==> config.mk <==
export PLATFORM = sky130hd
export DESIGN_NAME = fifo_byte_serializer
export DESIGN_NICKNAME = d
export VERILOG_FILES = /design/src/rtl/fifo_byte_serializer.sv
export SDC_FILE = /design/constraint.sdc
export NUM_CORES = 1
export LEC_CHECK = 0
export BUFFER_PORTS_ARGS = -buffer_cell sky130_fd_sc_hd__buf_2
export CORE_MARGIN = 2
export CORE_UTILIZATION = 47
export DETAILED_ROUTE_END_ITERATION = 12
export PLACE_DENSITY_LB_ADDON = 0.2
export SLEW_MARGIN = 40
export SYNTH_ARGS = -nofsm -noshare
export SYNTH_HDL_FRONTEND = slang
export SYNTH_SLANG_ARGS = --single-unit
export TNS_END_PERCENT = 10
==> constraint.sdc <==
create_clock -name CLK -period 2.15 [get_ports CLK]
set_input_delay 0.43 -clock CLK [delete_from_list [all_inputs] [get_ports CLK]]
set_output_delay 0.43 -clock CLK [all_outputs]
set_load 0.02 [all_outputs]
==> src/rtl/fifo_byte_serializer.sv <==
// Serializes first-word-fall-through FIFO words into a byte stream of a latched length.
// Latency: a byte appears combinationally in the cycle after the start request; one byte per cycle.
// Backpressure: i_ready low or FIFO empty holds the current byte; a pop happens only on a word's last transfer.
module fifo_byte_serializer #(
  parameter int WORD_BYTES = 4,
  parameter int LEN_W      = 16,
  parameter int BIG_ENDIAN = 1
) (
  input  logic                          CLK,
  input  logic                          RESETn,
  input  logic                          Read_Request,
  input  logic [LEN_W-1:0]              i_length,
  input  logic                          i_abort,
  input  logic                          i_FIFO_empty,
  input  logic [8*WORD_BYTES-1:0]       i_FIFO_dout,
  output logic                          o_FIFO_rd_en,
  output logic [7:0]                    o_data,
  input  logic                          i_ready,
  output logic                          o_valid,
  output logic                          o_last,
  output logic                          o_busy,
  output logic                          o_done,
  output logic                          o_aborted,
  output logic [$clog2(WORD_BYTES)-1:0] o_byte_sel,
  output logic [LEN_W-1:0]              o_bytes_remaining
);

  localparam int SEL_W = $clog2(WORD_BYTES);
  localparam logic [SEL_W-1:0] SEL_MAX = SEL_W'(WORD_BYTES - 1);

  typedef enum logic [1:0] {
    S_IDLE = 2'd0,
    S_EMIT = 2'd1,
    S_DONE = 2'd2
  } state_t;

  state_t           state_q, state_d;
  logic [LEN_W-1:0] rem_q, rem_d;
  logic [SEL_W-1:0] sel_q, sel_d;
  logic             ab_q, ab_d;
  logic             last_byte;
  logic [SEL_W-1:0] byte_idx;

  assign last_byte = (rem_q == LEN_W'(1));

  // State and datapath registers; reset abandons any transfer in flight.
  always_ff @(posedge CLK or negedge RESETn) begin
    if (!RESETn) begin
      state_q <= S_IDLE;
      rem_q   <= '0;
      sel_q   <= '0;
      ab_q    <= 1'b0;
    end else begin
      state_q <= state_d;
      rem_q   <= rem_d;
      sel_q   <= sel_d;
      ab_q    <= ab_d;
    end
  end

  // Next-state and handshake logic: abort beats a same-cycle transfer, and an
  // abort inside a partly consumed word pops it so the next transfer starts aligned.
  always_comb begin
    state_d      = state_q;
    rem_d        = rem_q;
    sel_d        = sel_q;
    ab_d         = ab_q;
    o_valid      = 1'b0;
    o_last       = 1'b0;
    o_FIFO_rd_en = 1'b0;
    o_busy       = 1'b0;
    o_done       = 1'b0;
    o_aborted    = 1'b0;
    case (state_q)
      S_IDLE: begin
        if (Read_Request && (i_length != '0)) begin
          state_d = S_EMIT;
          rem_d   = i_length;
          sel_d   = '0;
          ab_d    = 1'b0;
        end
      end
      S_EMIT: begin
        o_busy  = 1'b1;
        o_valid = !i_FIFO_empty && !i_abort;
        o_last  = o_valid && last_byte;
        if (i_abort) begin
          o_FIFO_rd_en = (sel_q != '0) && !i_FIFO_empty;
          state_d      = S_DONE;
          ab_d         = 1'b1;
          sel_d        = '0;
        end else if (o_valid && i_ready) begin
          o_FIFO_rd_en = (sel_q == SEL_MAX) || last_byte;
          rem_d        = rem_q - LEN_W'(1);
          sel_d        = (sel_q == SEL_MAX) ? '0 : sel_q + SEL_W'(1);
          if (last_byte) begin
            state_d = S_DONE;
            sel_d   = '0;
          end
        end
      end
      S_DONE: begin
        o_busy    = 1'b1;
        o_done    = 1'b1;
        o_aborted = ab_q;
        state_d   = S_IDLE;
      end
      default: begin
        state_d = S_IDLE;
      end
    endcase
  end

  // Byte lane select: lane order follows the configured endianness; zero when not valid.
  always_comb begin
    byte_idx = sel_q;
    if (BIG_ENDIAN != 0) begin
      byte_idx = SEL_MAX - sel_q;
    end
    o_data = 8'h00;
    if (o_valid) begin
      o_data = i_FIFO_dout[8*byte_idx +: 8];
    end
  end

  assign o_byte_sel        = sel_q;
  assign o_bytes_remaining = (state_q == S_IDLE) ? '0 : rem_q;

endmodule
# Yosys cells after proc, flatten, opt, wreduce, memory -nomap -nowiden

Index checks and enable logic that the tools add are counted.

Word-level logic and storage cells: 63
Register bits: 21

Equality and inequality tests: 10
$add $sub $neg: 3
Mux-type cells: 28
Reduce and logical (&&, ||, !) cells: 17
Shifts and indexed selects: 1

Operators by type and width:

| operator                                              | number |
|---|---|
| two-way mux 16 bit                                    | 4 |
| case mux 16 bit (2 select lines)                      | 1 |
| variable part select 32 x 6 -> 8 bit                  | 1 |
| two-way mux 2 bit                                     | 9 |
| equality test 16 x 1 -> 1 bit (second input constant) | 1 |
| nonzero test 16 bit                                   | 1 |
| subtractor 16 x 1 -> 16 bit (second input constant)   | 1 |
| two-way mux 1 bit                                     | 10 |
| AND reduction 3 bit                                   | 3 |
| two-way mux 8 bit                                     | 1 |
| != test 2 bit (second input constant)                 | 4 |
| case mux 2 bit (2 select lines)                       | 2 |
| != test 3 bit (second input constant)                 | 2 |
| logical AND 1 bit                                     | 5 |
| equality test 2 bit (second input constant)           | 2 |
| AND reduction 4 bit                                   | 1 |
| nonzero test 2 bit                                    | 2 |
| adder 2 x 1 -> 2 bit (second input constant)          | 1 |
| equality test 2 x 1 -> 1 bit (second input constant)  | 1 |
| logical NOT 1 bit                                     | 2 |
| logical NOT 2 bit                                     | 1 |
| case mux 1 bit (2 select lines)                       | 1 |
| OR reduction 2 bit                                    | 1 |
| subtractor 2 bit (first input constant)               | 1 |
| logical OR 1 bit                                      | 1 |

# Depth between registers and ports, before layout

Gate-level depths: netlist of the first run.

Depth after elaboration: 6
Mapped depth: 8

# Worst setup path before layout of the first run

Ideal clock, no wire load.

Path type: flip-flop to output port
Start: register rem_q[4]
End: output port o_FIFO_rd_en
Stages on the path, launching flop included: 6
Path buffers: 0
Setup slack: -0.211 ns
Data arrival time: 1.931 ns
Cells stage by stage: dfrtp_1 -> or3_4 -> nor4b_1 -> nor2b_1 -> o21ai_0 -> o21ai_0

Word-level cells in the longest chain between the ends: 5

Ends and longest elaborated chain:

| what                          | line | RTL |
|---|---|---|
| start: declaration            | 38   | `logic [LEN_W-1:0] rem_q, rem_d;` |
| start signal: assignment      | 55   | `rem_q <= rem_d;` |
| equality test 16 x 1 -> 1 bit | 44   | `assign last_byte = (rem_q == LEN_W'(1));` |
| logical OR 1 bit              | 93   | `o_FIFO_rd_en = (sel_q == SEL_MAX) \|\| last_byte;` |
| two-way mux 1 bit             | 92   | `end else if (o_valid && i_ready) begin` |
| two-way mux 1 bit             | 87   | `if (i_abort) begin` |
| two-way mux 1 bit             | 74   | `case (state_q)` |
| end: declaration              | 16   | `output logic o_FIFO_rd_en,` |

Every way passes these cells.

# Final worst setup path of the first run

Same ends and word-level chain as after synthesis.

==> run_results.csv, run 1 <==
group,metric,value,unit
cells_and_area,area_growth,42.03,%
flow_run,drv_cap,0,
clock_tree,cts_tree,"done",
run_status,failed_checks,"negative setup slack",
logic_synthesis,synth.distinct_cells,53,
logic_synthesis,ys_top_cells_by_area,"dfrtp_1 28%, mux4_2 9.6%, nor2b_1 9.3%",
clock_tree,clk_latency,0.27,ns
worst_setup_path,crit_path_end_kind,"output pin",
cells_and_area,fin_nets,386,
clock_tree,root_buffer,"clkbuf_8",
logic_synthesis,synth_edf_count,0,
sta,hold_viol,0,
logic_synthesis,ys_warn_count,0,
cells_and_area,final_cells,372,
global_route,grt_usage,24.49,%
sta,tightest_slew,0.5026,ns
power_and_ir_drop,p_leak,0.001225,µW
place,place_hpwl,4089,µm
logic_synthesis,yosysTopAreaCell,"dfrtp_1",
power_and_ir_drop,total_power,3403,µW
cells_and_area,layout-drive-gt1-share,44.75,%
logic_synthesis,synth-seq-cells,21,
global_route,grt_pass1_vias,1940,
clock_tree,cts-htree-levels,1,
place,portBuffers,85,
worst_setup_path,crit_arrival,1.82,ns
drt,vias,2070,
clock_tree,cts.clk_slew.worst_paths,0.09,ns
place,place_congestion,0.8724,
worst_hold_path,hold_class,"primary input to async pin",
sta,setup_viol,2,
cells_and_area,diodes,0,
drt,post-route-drc-count,0,
floorplanning,initial_core_util,50.10,%
logic_synthesis,syn_area_per_cell,8.683,µm²
global_route,antenna_found_initial,0,
sta,fin_crit_sh,104.4,%
global_route,grt_pass1_wl,8625,µm
run_status,run_status,"finished, violations left",
sta,min_period,2.245,ns
drt,ant_nets,0,
logic_synthesis,ys.flop_type,"dfrtp_1",
worst_setup_path,crit_fanout,3,
floorplanning,die-area,4512,µm²
clock_tree,cts_sinks,21,
drt,vias_per_cell,5.565,
sta,setup_ws,-0.09531,ns
clock_tree,cts_buffer_depth,2,
drt,drtPass1Iterations,4,
floorplanning,ios,86,
place,dp_cells,367,
clock_tree,ctsHoldBuffers,0,
power_and_ir_drop,powerDensity,1277,nW/µm²
sta,max_freq,445.4,MHz
sta,skew,0.01034,ns
worst_setup_path,start_kind,"flip-flop",
floorplanning,coreArea,3744,µm²
global_route,grt_max_degree,29,
floorplanning,die_w,67.17,µm
power_and_ir_drop,max-vdd-ir-drop,0.6811,mV
floorplanning,rows,22,
sta,rsz0062_at_grt,"yes",
cells_and_area,mostFrequentLayoutCells,"83 x buf_2, 31 x buf_4, 26 x nor2b_1",
clock_tree,numCtsBuffers,3,
sta,final_max_slew_viol_count,0,
worst_setup_path,crit_type,"flip-flop to output pin",
worst_setup_path,critical_path_required,1.72,ns
drt,wl_per_cell,13.93,µm
logic_synthesis,syn_area,1876,µm²
drt,drt_wl_total,5182,µm
floorplanning,die_y,67.17,µm
drt,initialDrtViolationCount,58,
cells_and_area,final_common_cell,"buf_2",
sta,slew-limit-headroom,66.49,%
logic_synthesis,yosysTopAreaCellShare,28.02,%
logic_synthesis,synthArstFlopShare,100.0,%
logic_synthesis,synthesis.nets,277,
logic_synthesis,synth_cells,216,
logic_synthesis,ys_seq_area_share,28.02,%
global_route,overflow,0,
worst max-delay path: stages, from the launching register on:
cell	delay (ns)
dfrtp_1	0.38
or3_4	0.40
nor4b_4	0.24
nor2b_4	0.22
o21ai_2	0.07
o21ai_2	0.11
buf_6	0.13
path summary, 6_finish.rpt:
| kind | start | end | slack (ns) | cells after the start |
|---|---|---|---|---|
| worst max-delay path | rem_q[4] | o_FIFO_rd_en | -0.1 | 6 |
| worst min-delay path | RESETn | rem_q[12] | 0.12 | 1 |
| worst max register to register | rem_q[1] | rem_q[6] | 0.12 | 7 |
| worst min register to register | ab_q | ab_q | 0.57 | 2 |
| max in group asynchronous | RESETn | rem_q[3] | 1.68 | 1 |
| min in group CLK | i_length[0] | rem_q[0] | 0.46 | 3 |
layer usage:
metal	vias up	GRT usage, %	part of all wire (%)
met3	9	2.500	5.2
met4	0	5.612	1.2
met1	978	31.16	42
met2	58	44.55	51
met5	-	0	0
li1	1025	-	-
sequential cells by signal, summed over array words and instances, names as in the netlist:
signal and flops:
rem_q 16, o_byte_sel 2, state_q 2, ab_q 1
kinds of logic (layout without fill, tap and decap cells):
group / Yosys count / after routing / share of synthesized area (%)
and+or+nand+nor: 95 / 95 / 30.15
AOI/OAI and AO/OA: 57 / 57 / 20.75
buffers and inverters: 25 / 133 / 5.203
DFF: 21 / 21 / 28.02
muxes: 11 / 11 / 11.21
adders and majority gates: 7 / 7 / 4.670
final cells by class:
class                      instances  area, µm²
inverter                          13      48.80
tap                               48      60.06
clock buffer                       3      41.29
fill                             321       1080
multi-input combinational        170       1313
clock inverter                     1      5.005
sequential                        21      525.5
timing repair buffer             116      670.6
stage by stage:
stage	cell area (µm²)	hold WS (ns)	setup WS (ns)	setup TNS [ns]	util, %
after floorplan	1879	0.1344	0.01333	0	-
after global placement	2541	0.4212	-0.06653	-0.06653	67.88
final	2664	0.1164	-0.09531	-0.1596	71.16
after detailed placement	2541	0.4268	-0.1117	-0.1463	67.88
after CTS	2648	0.1343	-0.09185	-0.1368	70.72
after global routing	2664	0.1532	-0.1912	-0.3659	71.16
where the power goes:
group	switching, µW	internal (µW)	total [µW]
Sequential	166	582	748
Combinational	1330	1060	2390
Clock	138	129	267
repair_timing:
item	in CTS	in global routing
pin swaps	1	0
buffers inserted	1	0
resized for setup	14	5
setup endpoints to repair	11	12
cells in the mapped netlist (all sizes together), types with 2 or more instances:
cell / n
a21oi: 14
clkbuf: 9
or4: 3
nor2b: 28
nand3: 5
dfrtp: 21
mux4: 8
a211oi: 2
nand2: 16
ha: 7
o22a: 7
and2: 2
or3: 4
nor3: 5
buf: 3
o2111ai: 2
nor4: 7
mux2i: 3
o21ai: 12
nor2: 12
nand4: 2
a2bb2oi: 3
inv: 13
o22ai: 3
nand2b: 2
a31oi: 2
(Power assumes the default switching activity.)
==> run 2, diff against run 1 <==
--- a/config.mk
+++ b/config.mk
@@ -9,7 +9,9 @@
 export CORE_MARGIN = 2
 export CORE_UTILIZATION = 47
 export DETAILED_ROUTE_END_ITERATION = 12
-export PLACE_DENSITY_LB_ADDON = 0.2
+export HOLD_SLACK_MARGIN = 0.1
+export MAX_ROUTING_LAYER = met4
+export PLACE_DENSITY = 0.87
 export SLEW_MARGIN = 40
 export SYNTH_ARGS = -nofsm -noshare
 export SYNTH_HDL_FRONTEND = slang
==> run 2 against run 1 <==
Net effect: the flow still finishes with violations (negative setup slack); design area is 0.24% higher; highest routed layer unchanged; die area is the same; combinational power barely moved; clock skew fell by 0.0060 ns; largest power group unchanged; sequential cell count unchanged; critical endpoint is now o_last.
==> run_results.csv, run 2 (synthesis results as in run 1) <==
group,metric,value,unit
power_and_ir_drop,p_seq_share,22.3,%
place,place_congestion,0.8935,
worst_setup_path,cp_common_cell,"buf_6",
worst_setup_path,critical_path_required,1.72,ns
power_and_ir_drop,pwr-share-comb,69.8,%
floorplanning,ios,86,
floorplanning,die_w,67.17,µm
place,dpl_worst_slack,-0.01360,ns
clock_tree,cts-htree-levels,1,
power_and_ir_drop,swShare,49.00,%
cells_and_area,diodes,0,
sta,slew-limit-headroom,67.44,%
cells_and_area,final_common_cell,"buf_2",
worst_setup_path,cp_slowest_stage_delay,0.40,ns
cells_and_area,design_area,2670,µm²
drt,post-route-drc-count,0,
drt,wl_met2,2949,µm
place,place_area,2504,µm²
cells_and_area,layout-drive-gt1-share,44.89,%
drt,drtPass1Iterations,4,
clock_tree,ctsHoldBuffers,0,
global_route,grt_pass1_wl,8880,µm
worst_setup_path,crit_fanout,2,
drt,wl_met3,495,µm
clock_tree,clk_latency,0.26,ns
drt,drt_wl_total,5763,µm
run_status,run_status,"finished, violations left",
drt,wl_met1,2198,µm
floorplanning,die_y,67.17,µm
place,portBuffers,85,
drt,routed.top_layer,"met4",
floorplanning,coreArea,3744,µm²
global_route,grt_usage,26.50,%
sta,setup_ws,-0.1743,ns
drt,initialDrtViolationCount,61,
global_route,overflow,0,
power_and_ir_drop,clockPowerShare,7.9,%
worst_setup_path,critPathBufInv,2,
clock_tree,cts_sinks,21,
worst_setup_path,crit_type,"flip-flop to output pin",
sta,fin_crit_sh,108.1,%
clock_tree,cts_tree,"done",
cells_and_area,largest-register,"rem_q",
worst_setup_path,crit_family,"simple AND/OR/NAND/NOR gates",
sta,hold_viol,0,
sta,tightest_slew,0.4885,ns
flow_run,drv_cap,0,
place,place_hpwl,4257,µm
sta,max_freq,430.2,MHz
place,dp_cells,362,
clock_tree,numCtsBuffers,3,
cells_and_area,largest_reg_flops,16,
drt,vias_per_cell,5.846,
clock_tree,cts_buffer_depth,2,
power_and_ir_drop,total_power,3401,µW
global_route,antenna_found_initial,0,
cells_and_area,final_cells,371,
run_status,failed_checks,"negative setup slack",
power_and_ir_drop,max-vdd-ir-drop,0.6848,mV
floorplanning,rows,22,
power_and_ir_drop,p_int,1735,µW
worst_setup_path,cp_slowest_cell,"or3_4",
sta,min_period,2.324,ns
worst_setup_path,crit_chain,"or3_4 -> nor4b_4 -> nor2b_4 -> buf_6 -> and2_4 -> buf_6",
drt,ant_nets,0,
clock_tree,root_buffer,"clkbuf_8",
power_and_ir_drop,p_leak,0.001227,µW
global_route,grt_max_degree,46,
sta,fin_tns_setup,-0.3263,ns
sta,final_max_slew_viol_count,0,
power_and_ir_drop,powerDensity,1274,nW/µm²
floorplanning,die-area,4512,µm²
sta,setup_viol,3,
drt,vias,2169,
drt,wl_per_cell,15.53,µm
sta,rsz0062_at_grt,"yes",
clock_tree,cts.clk_slew.worst_paths,0.08,ns
worst_hold_path,hold_class,"primary input to async pin",
global_route,grt_pass1_vias,2020,
worst_setup_path,start_kind,"flip-flop",
worst_setup_path,crit_path_end_kind,"output pin",
worst_setup_path,crit_arrival,1.89,ns
cells_and_area,fin_nets,385,
floorplanning,initial_core_util,50.10,%
cells_and_area,nFillCells,310,
cells_and_area,mostFrequentLayoutCells,"81 x buf_2, 30 x buf_4, 26 x nor2b_1",
sta,skew,0.004371,ns
cells_and_area,area_growth,42.36,%
power_and_ir_drop,switchingPower,1666,µW
run 2: power by group through the flow:
| stage | Clock (µW) | Sequential [µW] | Combinational [µW] |
|---|---|---|---|
| 2_1_floorplan | 0 | 772 | 1490 |
| 3_3_place_gp | 0 | 744 | 2200 |
| 3_5_place_dp | 0 | 755 | 2270 |
| 4_1_cts | 274 | 755 | 2310 |
| 5_1_grt | 283 | 786 | 2610 |
| 6_report | 269 | 758 | 2370 |
run 2: worst reg2reg max path, delay by kind of cell, from the launching register on:
| kind | cells | cell delay [ns] |
|---|---|---|
| AND/OR/NAND/NOR | 2 | 0.75 |
| flip-flops | 1 | 0.38 |
| adder cells (fa/ha/maj) | 1 | 0.22 |
| AO/OA/AOI/OAI | 2 | 0.38 |
| buffers and inverters | 2 | 0.22 |
run 2: stage by stage:
stage,utilization (%),hold slack (ns)
2_1_floorplan,-,0.1344
3_3_place_gp,66.88,0.4108
3_5_place_dp,66.88,0.4187
4_1_cts,70.05,0.1299
5_1_grt,71.32,0.1579
6_report,71.32,0.1146
run 2: worst paths after layout:
| kind | startpoint | end | slack, ns | cells after the start |
|---|---|---|---|---|
| min reg2reg | ab_q | ab_q | 0.58 | 2 |
| max reg2reg | rem_q[1] | rem_q[6] | 0.10 | 7 |
| min | RESETn | rem_q[11] | 0.11 | 1 |
| min in group CLK | i_length[0] | rem_q[0] | 0.47 | 3 |
| max | rem_q[2] | o_last | -0.17 | 6 |
| max in group asynchronous | RESETn | rem_q[3] | 1.70 | 1 |
run 2: timing repair:
| action | in CTS | in global routing |
|---|---|---|
| resized for setup | 16 | 7 |
| setup buffers | 2 | 3 |
| endpoints found under the setup margin | 11 | 13 |
| pin swaps | 4 | 2 |
| endpoints found under the hold margin | 0 | 0 |
run 2: layout make-up:
cell class | instances | area, µm² | share of cell area [%]
multi-input cells | 170 | 1314 | 49.20
repair buffers | 115 | 675.6 | 25.30
flip-flops and latches | 21 | 525.5 | 19.68
well taps | 48 | 60.06 | 2.249
inverters | 13 | 48.80 | 1.828
clock buffers | 3 | 41.29 | 1.546
clock inverters | 1 | 5.005 | 0.1874
run 2: metal layers:
metal  GRT usage [%]  vias to the layer above
li1                -                     1029
met1           29.02                     1022
met2           49.75                      103
met3           3.667                       15
met4           7.398                        0
met5               -                        -
